File: config.mk
export PLATFORM = sky130hd
export DESIGN_NAME = local_mem_traffic_engine_avalon_flat
export DESIGN_NICKNAME = d
export VERILOG_FILES = /design/src/rtl/local_mem_traffic_engine_avalon_if.sv /design/src/rtl/local_mem_traffic_engine_avalon.sv /design/src/flat_wrapper.sv
export SDC_FILE = /design/constraint.sdc
export NUM_CORES = 1
export LEC_CHECK = 0
export CAP_MARGIN = 20
export CORE_AREA = 4 4 548 550
export CTS_CLUSTER_DIAMETER = 100
export DETAILED_ROUTE_END_ITERATION = 16
export DIE_AREA = 0 0 552 554
export GPL_TIMING_DRIVEN = 0
export PLACE_DENSITY = 0.4
export SYNTH_ARGS = -nofsm -noshare
export SYNTH_HDL_FRONTEND = slang
export SYNTH_SLANG_ARGS = --single-unit
File: constraint.sdc
create_clock -name clk -period 4.25 [get_ports clk]
set_input_delay 0.6375 -clock clk [delete_from_list [all_inputs] [get_ports clk]]
set_output_delay 0.6375 -clock clk [all_outputs]
set_load 0.01 [all_outputs]
File: src/rtl/local_mem_traffic_engine_avalon_if.sv
// Avalon-MM master/slave bundle used by the local memory traffic engine.
interface local_mem_traffic_engine_avalon_if #(
  parameter int unsigned ADDR_WIDTH      = 27,
  parameter int unsigned DATA_WIDTH      = 512,
  parameter int unsigned BURST_CNT_WIDTH = 7
);
  logic [ADDR_WIDTH-1:0]      avm_address;
  logic [BURST_CNT_WIDTH-1:0] avm_burstcount;
  logic                       avm_read;
  logic                       avm_write;
  logic [DATA_WIDTH-1:0]      avm_writedata;
  logic [DATA_WIDTH/8-1:0]    avm_byteenable;
  logic                       avm_waitrequest;
  logic [DATA_WIDTH-1:0]      avm_readdata;
  logic                       avm_readdatavalid;
  logic [1:0]                 avm_response;

  modport master (
    output avm_address, avm_burstcount, avm_read, avm_write, avm_writedata, avm_byteenable,
    input  avm_waitrequest, avm_readdata, avm_readdatavalid, avm_response
  );

  modport slave (
    input  avm_address, avm_burstcount, avm_read, avm_write, avm_writedata, avm_byteenable,
    output avm_waitrequest, avm_readdata, avm_readdatavalid, avm_response
  );
endinterface

File: src/rtl/local_mem_traffic_engine_avalon.sv
// Per-bank Avalon-MM traffic engine: seeded burst writes, bounded burst reads,
// optional read-back checking, and beat/error/cycle statistics.
module local_mem_traffic_engine_avalon #(
  parameter int unsigned ADDR_WIDTH      = 27,
  parameter int unsigned DATA_WIDTH      = 512,
  parameter int unsigned BURST_CNT_WIDTH = 7,
  parameter int unsigned MAX_RD_BURSTS   = 8
) (
  input  logic                       clk,
  input  logic                       reset_n,
  input  logic                       cfg_start,
  input  logic                       cfg_stop,
  input  logic [1:0]                 cfg_mode,
  input  logic [ADDR_WIDTH-1:0]      cfg_base_addr,
  input  logic [31:0]                cfg_num_bursts,
  input  logic [BURST_CNT_WIDTH-1:0] cfg_burstcount,
  input  logic [31:0]                cfg_seed,
  output logic                       status_busy,
  output logic                       status_done,
  output logic [31:0]                wr_beats,
  output logic [31:0]                rd_beats,
  output logic [31:0]                rd_err_cnt,
  output logic [63:0]                cycle_cnt,
  local_mem_traffic_engine_avalon_if.master avm
);

  localparam int unsigned LANES = DATA_WIDTH / 32;
  localparam int unsigned BE_W  = DATA_WIDTH / 8;
  localparam int unsigned OUT_W = $clog2(MAX_RD_BURSTS + 1);

  typedef enum logic [2:0] {S_IDLE, S_WR, S_RD, S_DRAIN, S_DONE} state_t;

  state_t                     r_state;
  logic [1:0]                 r_mode;
  logic [ADDR_WIDTH-1:0]      r_base;
  logic [31:0]                r_num;
  logic [BURST_CNT_WIDTH-1:0] r_bc;
  logic [31:0]                r_seed;
  logic                       r_stop_req;
  logic [ADDR_WIDTH-1:0]      r_addr;
  logic                       r_read;
  logic                       r_write;
  logic [DATA_WIDTH-1:0]      r_wdata;
  logic [BE_W-1:0]            r_be;
  logic [31:0]                r_burst_idx;
  logic [BURST_CNT_WIDTH-1:0] r_wr_beat;
  logic [31:0]                r_wr_k;
  logic                       r_busy;
  logic                       r_done;
  logic [OUT_W-1:0]           r_outstanding;
  logic [BURST_CNT_WIDTH-1:0] r_ret_beat;
  logic [31:0]                r_ret_k;
  logic [31:0]                r_wr_beats;
  logic [31:0]                r_rd_beats;
  logic [31:0]                r_rd_err;
  logic [63:0]                r_cycles;

  logic                       w_start_ok;
  logic                       w_wr_acc;
  logic                       w_rd_acc;
  logic                       w_ret_beat;
  logic                       w_ret_last;
  logic                       w_stop;
  logic                       w_last_burst;
  logic                       w_wr_burst_end;
  logic [OUT_W-1:0]           w_out_next;
  logic [BURST_CNT_WIDTH-1:0] w_bc_cfg;
  logic [31:0]                w_exp_word;
  logic [31:0]                w_wr_word_next;
  logic [DATA_WIDTH-1:0]      w_exp_data;
  logic                       w_beat_err;

  // Handshake qualifiers and next-value helpers shared by both register blocks
  always_comb begin
    w_start_ok     = cfg_start && (cfg_mode != 2'd3);
    w_wr_acc       = r_write && !avm.avm_waitrequest;
    w_rd_acc       = r_read && !avm.avm_waitrequest;
    w_ret_beat     = avm.avm_readdatavalid && ((r_state == S_RD) || (r_state == S_DRAIN));
    w_ret_last     = w_ret_beat && (r_ret_beat == (r_bc - BURST_CNT_WIDTH'(1)));
    w_stop         = r_stop_req || cfg_stop;
    w_last_burst   = (r_burst_idx == (r_num - 32'd1));
    w_wr_burst_end = w_wr_acc && (r_wr_beat == (r_bc - BURST_CNT_WIDTH'(1)));
    w_out_next     = r_outstanding + OUT_W'(w_rd_acc) - OUT_W'(w_ret_last);
    w_bc_cfg       = (cfg_burstcount == '0) ? BURST_CNT_WIDTH'(1) : cfg_burstcount;
    w_exp_word     = r_seed + r_ret_k;
    w_wr_word_next = r_seed + r_wr_k + 32'd1;
    w_exp_data     = {LANES{w_exp_word}};
    w_beat_err     = w_ret_beat &&
                     ((avm.avm_response != 2'b00) ||
                      ((r_mode == 2'd2) && (avm.avm_readdata != w_exp_data)));
  end

  // Sequencer: phase transitions, command issue and status flags
  always_ff @(posedge clk or negedge reset_n) begin
    if (!reset_n) begin
      r_state     <= S_IDLE;
      r_mode      <= '0;
      r_base      <= '0;
      r_num       <= '0;
      r_bc        <= '0;
      r_seed      <= '0;
      r_stop_req  <= 1'b0;
      r_addr      <= '0;
      r_read      <= 1'b0;
      r_write     <= 1'b0;
      r_wdata     <= '0;
      r_be        <= '0;
      r_burst_idx <= '0;
      r_wr_beat   <= '0;
      r_wr_k      <= '0;
      r_busy      <= 1'b0;
      r_done      <= 1'b0;
    end else begin
      r_be   <= '1;
      r_done <= 1'b0;
      case (r_state)
        S_IDLE: begin
          if (w_start_ok) begin
            r_mode      <= cfg_mode;
            r_base      <= cfg_base_addr;
            r_num       <= cfg_num_bursts;
            r_bc        <= w_bc_cfg;
            r_seed      <= cfg_seed;
            r_stop_req  <= 1'b0;
            r_addr      <= cfg_base_addr;
            r_burst_idx <= '0;
            r_wr_beat   <= '0;
            r_wr_k      <= '0;
            r_busy      <= 1'b1;
            if (cfg_num_bursts == 32'd0) begin
              r_state <= S_DONE;
              r_done  <= 1'b1;
            end else if (cfg_mode == 2'd1) begin
              r_state <= S_RD;
              r_read  <= 1'b1;
            end else begin
              r_state <= S_WR;
              r_write <= 1'b1;
              r_wdata <= {LANES{cfg_seed}};
            end
          end
        end
        S_WR: begin
          if (cfg_stop) r_stop_req <= 1'b1;
          if (w_wr_acc) begin
            r_wr_k  <= r_wr_k + 32'd1;
            r_wdata <= {LANES{w_wr_word_next}};
            r_wr_beat <= r_wr_beat + BURST_CNT_WIDTH'(1);
          end
          if (w_wr_burst_end) begin
            r_wr_beat   <= '0;
            r_burst_idx <= r_burst_idx + 32'd1;
            r_addr      <= r_addr + ADDR_WIDTH'(r_bc);
            if (w_last_burst || w_stop) begin
              r_write <= 1'b0;
              if ((r_mode == 2'd2) && !w_stop) begin
                r_state     <= S_RD;
                r_read      <= 1'b1;
                r_burst_idx <= '0;
                r_addr      <= r_base;
              end else begin
                r_state <= S_DRAIN;
              end
            end
          end
        end
        S_RD: begin
          if (cfg_stop) r_stop_req <= 1'b1;
          if (w_rd_acc) begin
            r_burst_idx <= r_burst_idx + 32'd1;
            r_addr      <= r_addr + ADDR_WIDTH'(r_bc);
          end
          // A read stalled by waitrequest is held until accepted, even on stop
          if (!(r_read && avm.avm_waitrequest)) begin
            if ((w_rd_acc && w_last_burst) || w_stop) begin
              r_read  <= 1'b0;
              r_state <= S_DRAIN;
            end else begin
              r_read <= (w_out_next < OUT_W'(MAX_RD_BURSTS));
            end
          end
        end
        S_DRAIN: begin
          if (r_outstanding == '0) begin
            r_state <= S_DONE;
            r_done  <= 1'b1;
          end
        end
        S_DONE: begin
          r_state <= S_IDLE;
          r_busy  <= 1'b0;
        end
        default: begin
          r_state <= S_IDLE;
          r_busy  <= 1'b0;
          r_read  <= 1'b0;
          r_write <= 1'b0;
        end
      endcase
    end
  end

  // Read-return tracking, outstanding-burst count and statistics counters
  always_ff @(posedge clk or negedge reset_n) begin
    if (!reset_n) begin
      r_outstanding <= '0;
      r_ret_beat    <= '0;
      r_ret_k       <= '0;
      r_wr_beats    <= '0;
      r_rd_beats    <= '0;
      r_rd_err      <= '0;
      r_cycles      <= '0;
    end else if ((r_state == S_IDLE) && w_start_ok) begin
      r_outstanding <= '0;
      r_ret_beat    <= '0;
      r_ret_k       <= '0;
      r_wr_beats    <= '0;
      r_rd_beats    <= '0;
      r_rd_err      <= '0;
      r_cycles      <= '0;
    end else begin
      r_outstanding <= w_out_next;
      if (w_wr_acc) r_wr_beats <= r_wr_beats + 32'd1;
      if (w_ret_beat) begin
        r_rd_beats <= r_rd_beats + 32'd1;
        r_ret_k    <= r_ret_k + 32'd1;
        r_ret_beat <= w_ret_last ? '0 : (r_ret_beat + BURST_CNT_WIDTH'(1));
      end
      if (w_beat_err && (r_rd_err != 32'hFFFF_FFFF)) r_rd_err <= r_rd_err + 32'd1;
      if (r_busy) r_cycles <= r_cycles + 64'd1;
    end
  end

  assign status_busy        = r_busy;
  assign status_done        = r_done;
  assign wr_beats           = r_wr_beats;
  assign rd_beats           = r_rd_beats;
  assign rd_err_cnt         = r_rd_err;
  assign cycle_cnt          = r_cycles;
  assign avm.avm_address    = r_addr;
  assign avm.avm_burstcount = r_bc;
  assign avm.avm_read       = r_read;
  assign avm.avm_write      = r_write;
  assign avm.avm_writedata  = r_wdata;
  assign avm.avm_byteenable = r_be;

endmodule
File: src/flat_wrapper.sv
// flat-port wrapper written by rule: the top's interface ports become plain ports
module local_mem_traffic_engine_avalon_flat 
#(
  parameter int unsigned ADDR_WIDTH      = 27,
  parameter int unsigned DATA_WIDTH      = 512,
  parameter int unsigned BURST_CNT_WIDTH = 7,
  parameter int unsigned MAX_RD_BURSTS   = 8
)
  (clk, reset_n, cfg_start, cfg_stop, cfg_mode, cfg_base_addr, cfg_num_bursts, cfg_burstcount, cfg_seed, status_busy, status_done, wr_beats, rd_beats, rd_err_cnt, cycle_cnt, avm_avm_address, avm_avm_burstcount, avm_avm_read, avm_avm_write, avm_avm_writedata, avm_avm_byteenable, avm_avm_waitrequest, avm_avm_readdata, avm_avm_readdatavalid, avm_avm_response);
  local_mem_traffic_engine_avalon_if #(.ADDR_WIDTH(ADDR_WIDTH), .DATA_WIDTH(DATA_WIDTH), .BURST_CNT_WIDTH(BURST_CNT_WIDTH)) avm_i ();
  input  logic clk;
  input  logic reset_n;
  input  logic cfg_start;
  input  logic cfg_stop;
  input  logic [1:0] cfg_mode;
  input  logic [ADDR_WIDTH-1:0] cfg_base_addr;
  input  logic [31:0] cfg_num_bursts;
  input  logic [BURST_CNT_WIDTH-1:0] cfg_burstcount;
  input  logic [31:0] cfg_seed;
  output logic status_busy;
  output logic status_done;
  output logic [31:0] wr_beats;
  output logic [31:0] rd_beats;
  output logic [31:0] rd_err_cnt;
  output logic [63:0] cycle_cnt;
  output wire logic [$bits(avm_i.avm_address)-1:0] avm_avm_address;
  output wire logic [$bits(avm_i.avm_burstcount)-1:0] avm_avm_burstcount;
  output wire logic [$bits(avm_i.avm_read)-1:0] avm_avm_read;
  output wire logic [$bits(avm_i.avm_write)-1:0] avm_avm_write;
  output wire logic [$bits(avm_i.avm_writedata)-1:0] avm_avm_writedata;
  output wire logic [$bits(avm_i.avm_byteenable)-1:0] avm_avm_byteenable;
  input wire logic [$bits(avm_i.avm_waitrequest)-1:0] avm_avm_waitrequest;
  input wire logic [$bits(avm_i.avm_readdata)-1:0] avm_avm_readdata;
  input wire logic [$bits(avm_i.avm_readdatavalid)-1:0] avm_avm_readdatavalid;
  input wire logic [$bits(avm_i.avm_response)-1:0] avm_avm_response;
  assign avm_avm_address = avm_i.avm_address;
  assign avm_avm_burstcount = avm_i.avm_burstcount;
  assign avm_avm_read = avm_i.avm_read;
  assign avm_avm_write = avm_i.avm_write;
  assign avm_avm_writedata = avm_i.avm_writedata;
  assign avm_avm_byteenable = avm_i.avm_byteenable;
  assign avm_i.avm_waitrequest = avm_avm_waitrequest;
  assign avm_i.avm_readdata = avm_avm_readdata;
  assign avm_i.avm_readdatavalid = avm_avm_readdatavalid;
  assign avm_i.avm_response = avm_avm_response;
  local_mem_traffic_engine_avalon #(.ADDR_WIDTH(ADDR_WIDTH), .DATA_WIDTH(DATA_WIDTH), .BURST_CNT_WIDTH(BURST_CNT_WIDTH), .MAX_RD_BURSTS(MAX_RD_BURSTS)) u_core (.clk(clk), .reset_n(reset_n), .cfg_start(cfg_start), .cfg_stop(cfg_stop), .cfg_mode(cfg_mode), .cfg_base_addr(cfg_base_addr), .cfg_num_bursts(cfg_num_bursts), .cfg_burstcount(cfg_burstcount), .cfg_seed(cfg_seed), .status_busy(status_busy), .status_done(status_done), .wr_beats(wr_beats), .rd_beats(rd_beats), .rd_err_cnt(rd_err_cnt), .cycle_cnt(cycle_cnt), .avm(avm_i));
endmodule
Word-level counts from Yosys, hierarchy flattened
Cells that the tools add are included.
{"block": "classes", "add_sub_neg": 17, "order_cmp": 1, "eq_ne": 26, "muxes": 72, "bitwise_logic": 3, "n_reduce_logical": 46}
{"operator": "$mux 512", "n": 4}
{"operator": "$pmux 512 s2", "n": 1}
{"operator": "$ne 512x512->1", "n": 1}
{"operator": "$mux 32", "n": 14}
{"operator": "$add 32x1->32 const B", "n": 7}
{"operator": "$mux 27", "n": 5}
{"operator": "$mux 64", "n": 2}
{"operator": "$pmux 32 s3", "n": 1}
{"operator": "$pmux 27 s3", "n": 1}
{"operator": "$add 32x32->32", "n": 2}
{"operator": "$add 64x1->64 const B", "n": 1}
{"operator": "$pmux 32 s2", "n": 1}
{"operator": "$mux 7", "n": 7}
{"operator": "$eq 32x32->1", "n": 1}
{"operator": "$logic_not 32->1", "n": 1}
{"operator": "$ne 32x32->1 const B", "n": 1}
{"operator": "$sub 32x1->32 const B", "n": 1}
{"operator": "$add 27x7->27", "n": 1}
{"operator": "$mux 3", "n": 7}
{"operator": "$mux 1", "n": 20}
{"operator": "$ne 2x1->1 const B", "n": 8}
{"operator": "$add 7x1->7 const B", "n": 2}
{"operator": "$eq 7x7->1", "n": 2}
{"operator": "$pmux 7 s2", "n": 1}
{"operator": "other kinds (34)", "n": 73}
{"block": "totals", "register_bits": 922, "inputBits": 620, "out_inout_bits": 774}

Logic depth before layout (Yosys ltp)
{"block": "depth", "word_depth": 9, "mapped_depth": 18, "mapped_depth_nobuf": 16}

Least setup slack after synthesis
Ideal clock, no wire load.
{"block": "synth_path", "path_type": "reg2reg", "start": "register u_core.r_ret_k[0]", "end": "register u_core.r_rd_err[5] (netlist: u_core.rd_err_cnt[5])", "setup_time_ps": 133, "arrival_time_ps": 4306, "setup_slack_ps": -189, "stages_incl_launch_ff": 18, "path_buffers": 2, "period_less_slack_ps": 4439, "cell_sequence": "dfrtp_1 -> ha_1 -> inv_1 -> fa_1 -> nand2b_1 -> a211oi_2 -> o2111ai_1 -> nand2_1 -> xnor2_1 -> or4_1 -> a2111oi_0 -> nand4_1 -> or4_1 -> nor4_2 -> buf_2 -> buf_4 -> a21oi_1 -> mux2i_1"}
{"block": "synth_via", "elab_chain_len": 7}
{"element": "start: declaration", "line": "local_mem_traffic_engine_avalon.sv:52", "text": "logic [31:0] r_ret_k;"}
{"element": "start signal: assignment", "line": "local_mem_traffic_engine_avalon.sv:226", "text": "r_ret_k <= r_ret_k + 32'd1;"}
{"element": "$add 32x32->32", "line": "local_mem_traffic_engine_avalon.sv:85", "text": "w_exp_word = r_seed + r_ret_k;"}
{"element": "$ne 512x512->1", "line": "local_mem_traffic_engine_avalon.sv:90", "text": "((r_mode == 2'd2) && (avm.avm_readdata != w_exp_data)));"}
{"element": "$logic_and 1x1->1", "line": "local_mem_traffic_engine_avalon.sv:90"}
{"element": "$logic_or 1x1->1", "line": "local_mem_traffic_engine_avalon.sv:89", "text": "((avm.avm_response != 2'b00) ||"}
{"element": "$logic_and 1x1->1", "line": "local_mem_traffic_engine_avalon.sv:88", "text": "w_beat_err = w_ret_beat &&"}
{"element": "$logic_and 1x1->1", "line": "local_mem_traffic_engine_avalon.sv:229", "text": "if (w_beat_err && (r_rd_err != 32'hFFFF_FFFF)) r_rd_err <= r_rd_err + 32'd1;"}
{"element": "$reduce_bool 2->1 (no line)"}
{"element": "end signal: assignment", "line": "local_mem_traffic_engine_avalon.sv:229"}
{"element": "end: declaration", "line": "local_mem_traffic_engine_avalon.sv:55", "text": "logic [31:0] r_rd_err;"}
Every way passes these cells.
A chain may end at the register's enable or synchronous reset.

Final worst setup path
{"block": "layout_path", "start": "register u_core.r_ret_k[0]", "end": "register u_core.r_rd_err[0] (netlist: u_core.rd_err_cnt[0])"}
Same word-level chain as after synthesis.

==> metrics.cfg <==
[grt]
antenna_found_initial=92
grt_remaining_overflow=0
grt_pass1_wl_mm=312
grt.total_usage=0.143
grt_pass1_vias=38300
grt_max_degree=105

[route]
wirelength_mm=228
drt_iter0_markers=2464
drt_first_pass_iters=6
vias_per_cell=3.87
ant_nets=0
avgRoutedWirePerCell_um=22.9
num_vias=38500
drcViolationCount=0

[setup_path]
worstSetupEndpointType=flop
path_cells=ha_4 > inv_2 > fa_2 > nand2b_4 > a211oi_4 > buf_6 > o211ai_1 > and3_1 > clkbuf_1 > xnor2_2 > mux2i_1 > and4_1 > nand4_1 > or4_4 > nor4_4 > buf_6 > buf_12 > buf_6 > a21oi_4 > mux2i_1
start_kind=flop
critPathSlowestCell=or4_4
r2r-start=u_core.r_ret_k[0]
worstPathArrival_ns=5.49
worstSetupPathType=reg -> reg
path_common_cell=buf_6
reg2reg_to=u_core.rd_err_cnt[0]
path_max_fanout=7
cpPeakStageDelay_ns=0.62
reg2reg_depth=20
worst-r2r-setup-slack_ns=-0.72
required_ns=4.77

[synth]
ys_ff_latch=442
syn_area_per_cell_um2=8.01
synthFlopType=dfrtp_1
synth.top_cell.area_share=0.317
async_reset_ff_frac=1.00
synth_common_cells=nand2_1 (638), buf_4 (547), dfrtp_1 (442)
synth_edf_count=0
yosys_warnings=0
synth_area_mm2=0.0348
synth_most_common_cell=nand2_1
synthTopCellsByArea=dfrtp_1 (32%), buf_4 (12%), nand2_1 (6.9%)
postSynthCellCount=4348
synth_nets=5057
ys_seq_area_frac=0.317
synth.distinct_cells=95
synth_largest_area_cell=dfrtp_1

[worst_hold_path]
hold_depth=2
hold_class=reg -> reg
hold_end=u_core.r_mode[1]
min_from=u_core.r_mode[1]

[timing]
skew_ns=0.0444
drv_slew=0
tns_ns=-22.71
fin_crit_sh=1.17
hold_viol=0
slew_headroom=0.267
grt_setup_unrepaired=yes
setup_slack_ns=-0.719
fin_hold_ws_ns=0.467
final-setup-viol-count=55
period_minus_slack_ns=4.97
worst_pin_slew_ns=1.09
timing.fmax_mhz=201

[die]
core_mm2=0.296
die_area_mm2=0.306
start_util=0.118
die_h_um=554
rows=200
die_w_um=552
pin_count=1394

[clocking]
numCtsBuffers=66
clkSinkCount=442
clk_pin_slew_worst_paths_ns=0.06
cts-root-buf=clkbuf_16
cts_max_level=3
clockBufferDepth=3
clkLatencyLatePin_ns=0.68
cts_tree=built

[place]
place.port_buffers=1391
place_hpwl_mm=192
place.gp.congestion=0.912

[run_status]
violations=negative setup slack
outcome=finished with violations

[job]
max_cap_viol_count=0

[power]
power.leakage_nw=23.9
p_per_area_mw_per_mm2=269
max-vdd-ir-drop_v=0.000253
p_total_mw=16.0

[finish]
flow.area_growth_from_synthesis_pct=70.1
drive_gt1_frac=0.174
layout.nets=6634

==> worst max-delay path: cells and delay by family (launching register included) <==
family / cells / cell delay, ns
fa+ha+maj: 2 / 0.55
compound gates: 3 / 0.61
mux: 2 / 0.37
simple gates: 6 / 1.67
buf+inv: 6 / 0.87
xor+xnor: 1 / 0.25
flops: 1 / 0.44
==> power by group <==
group / leakage [nW] / switching (mW) / total (mW) / internal [mW]
sequential: 5.74 / 0.550 / 5.08 / 4.53
clock: 1.12 / 2.32 / 5.87 / 3.55
combinational: 17.0 / 2.38 / 5.01 / 2.63
total: 23.9 / 5.25 / 16.0 / 10.7
==> through the flow <==
stage               worst slack, ns  std cells  cell area, µm²   util
detailed placement            -2.24       9727           54800  0.185
floorplan                    0.0408       4348           34900      -
CTS                          -0.775       9878           58500  0.198
global placement             -19.82       9678           53800  0.182
global route                 -0.900       9935           59300  0.200
finish                       -0.719       9944           59300  0.200
==> kinds of logic (layout without fill, tap and decap cells) <==
logic type      after synthesis  after routing  share of synthesized area
mux                         101            101                     0.0300
fa+ha+maj                    89             89                     0.0328
buf+inv                     769           2393                      0.142
compound gates              662            663                      0.124
xor+xnor                    314            314                     0.0802
simple gates               1970           1970                      0.273
flops                       442            442                      0.317
other cells                   1             33                   0.000108
==> state kept, by name, summed over array words and instances (netlist names), 32 cells and up <==
name,count
u_core.avm.avm_writedata,32
u_core.cycle_cnt,64
u_core.r_burst_idx,32
u_core.r_num,32
u_core.r_ret_k,32
u_core.r_seed,32
u_core.r_wr_k,32
u_core.rd_beats,32
u_core.rd_err_cnt,32
u_core.wr_beats,32
==> routing by layer <==
layer  part of all wire  track usage
met1               0.40        0.167
met2               0.50        0.254
met3              0.069       0.0377
met4              0.026       0.0436
met5            0.00031            0
==> timing repair <==
action                     4_1_cts  5_1_grt
cloned                           3        3
setup endpoints to repair      416      220
pin swaps                       60       50
hold buffers                     1        0
hold endpoints to repair        72        0
buffers inserted                38       35
gates resized for setup        235      118
==> placed cells by master (no fill, tap or decap), types with 69 or more instances in the layout <==
cell type        count
clkdlybuf4s50_1   1390
nor2_1             424
nor4_1             131
inv_1               76
clkbuf_1            99
nand3_1            147
dfrtp_1            432
and3_1              94
mux2i_1             90
a21oi_1            125
xor2_1             185
xnor2_1            113
o21ai_0            150
clkbuf_16           69
nor3_1              85
nand2_1            633
nand4_1            175
ha_1                82
buf_4              606
==> layout make-up <==
| type | count | area [µm²] |
|---|---|---|
| flip-flops and latches | 442 | 11100 |
| inverters | 79 | 297 |
| clock buffers | 94 | 1930 |
| clock inverters | 22 | 368 |
| repair buffers | 1519 | 15700 |
| multi-input cells | 3138 | 20100 |
| diodes | 32 | 80.1 |
| fillers | 32900 | 237000 |
| plain buffers | 679 | 4830 |
| well taps | 3939 | 4930 |
==> how the worst max path moves through the flow <==
| stage | startpoint | cells after the start | to | slack (ns) |
|---|---|---|---|---|
| 2_1_floorplan | u_core.avm.avm_burstcount[0] | 13 | u_core.r_burst_idx[29] | 0.04 |
| 3_3_place_gp | reset_n | 1 | u_core.avm.avm_byteenable[0] | -19.82 |
| 3_5_place_dp | u_core.r_ret_k[0] | 18 | u_core.rd_err_cnt[30] | -2.24 |
| 4_1_cts | u_core.r_ret_k[0] | 19 | u_core.rd_err_cnt[26] | -0.77 |
| 5_1_grt | u_core.r_ret_k[0] | 19 | u_core.rd_err_cnt[13] | -0.90 |
| 6_report | u_core.r_ret_k[0] | 20 | u_core.rd_err_cnt[0] | -0.72 |
No activity file was read; power rests on OpenSTA's default activity.
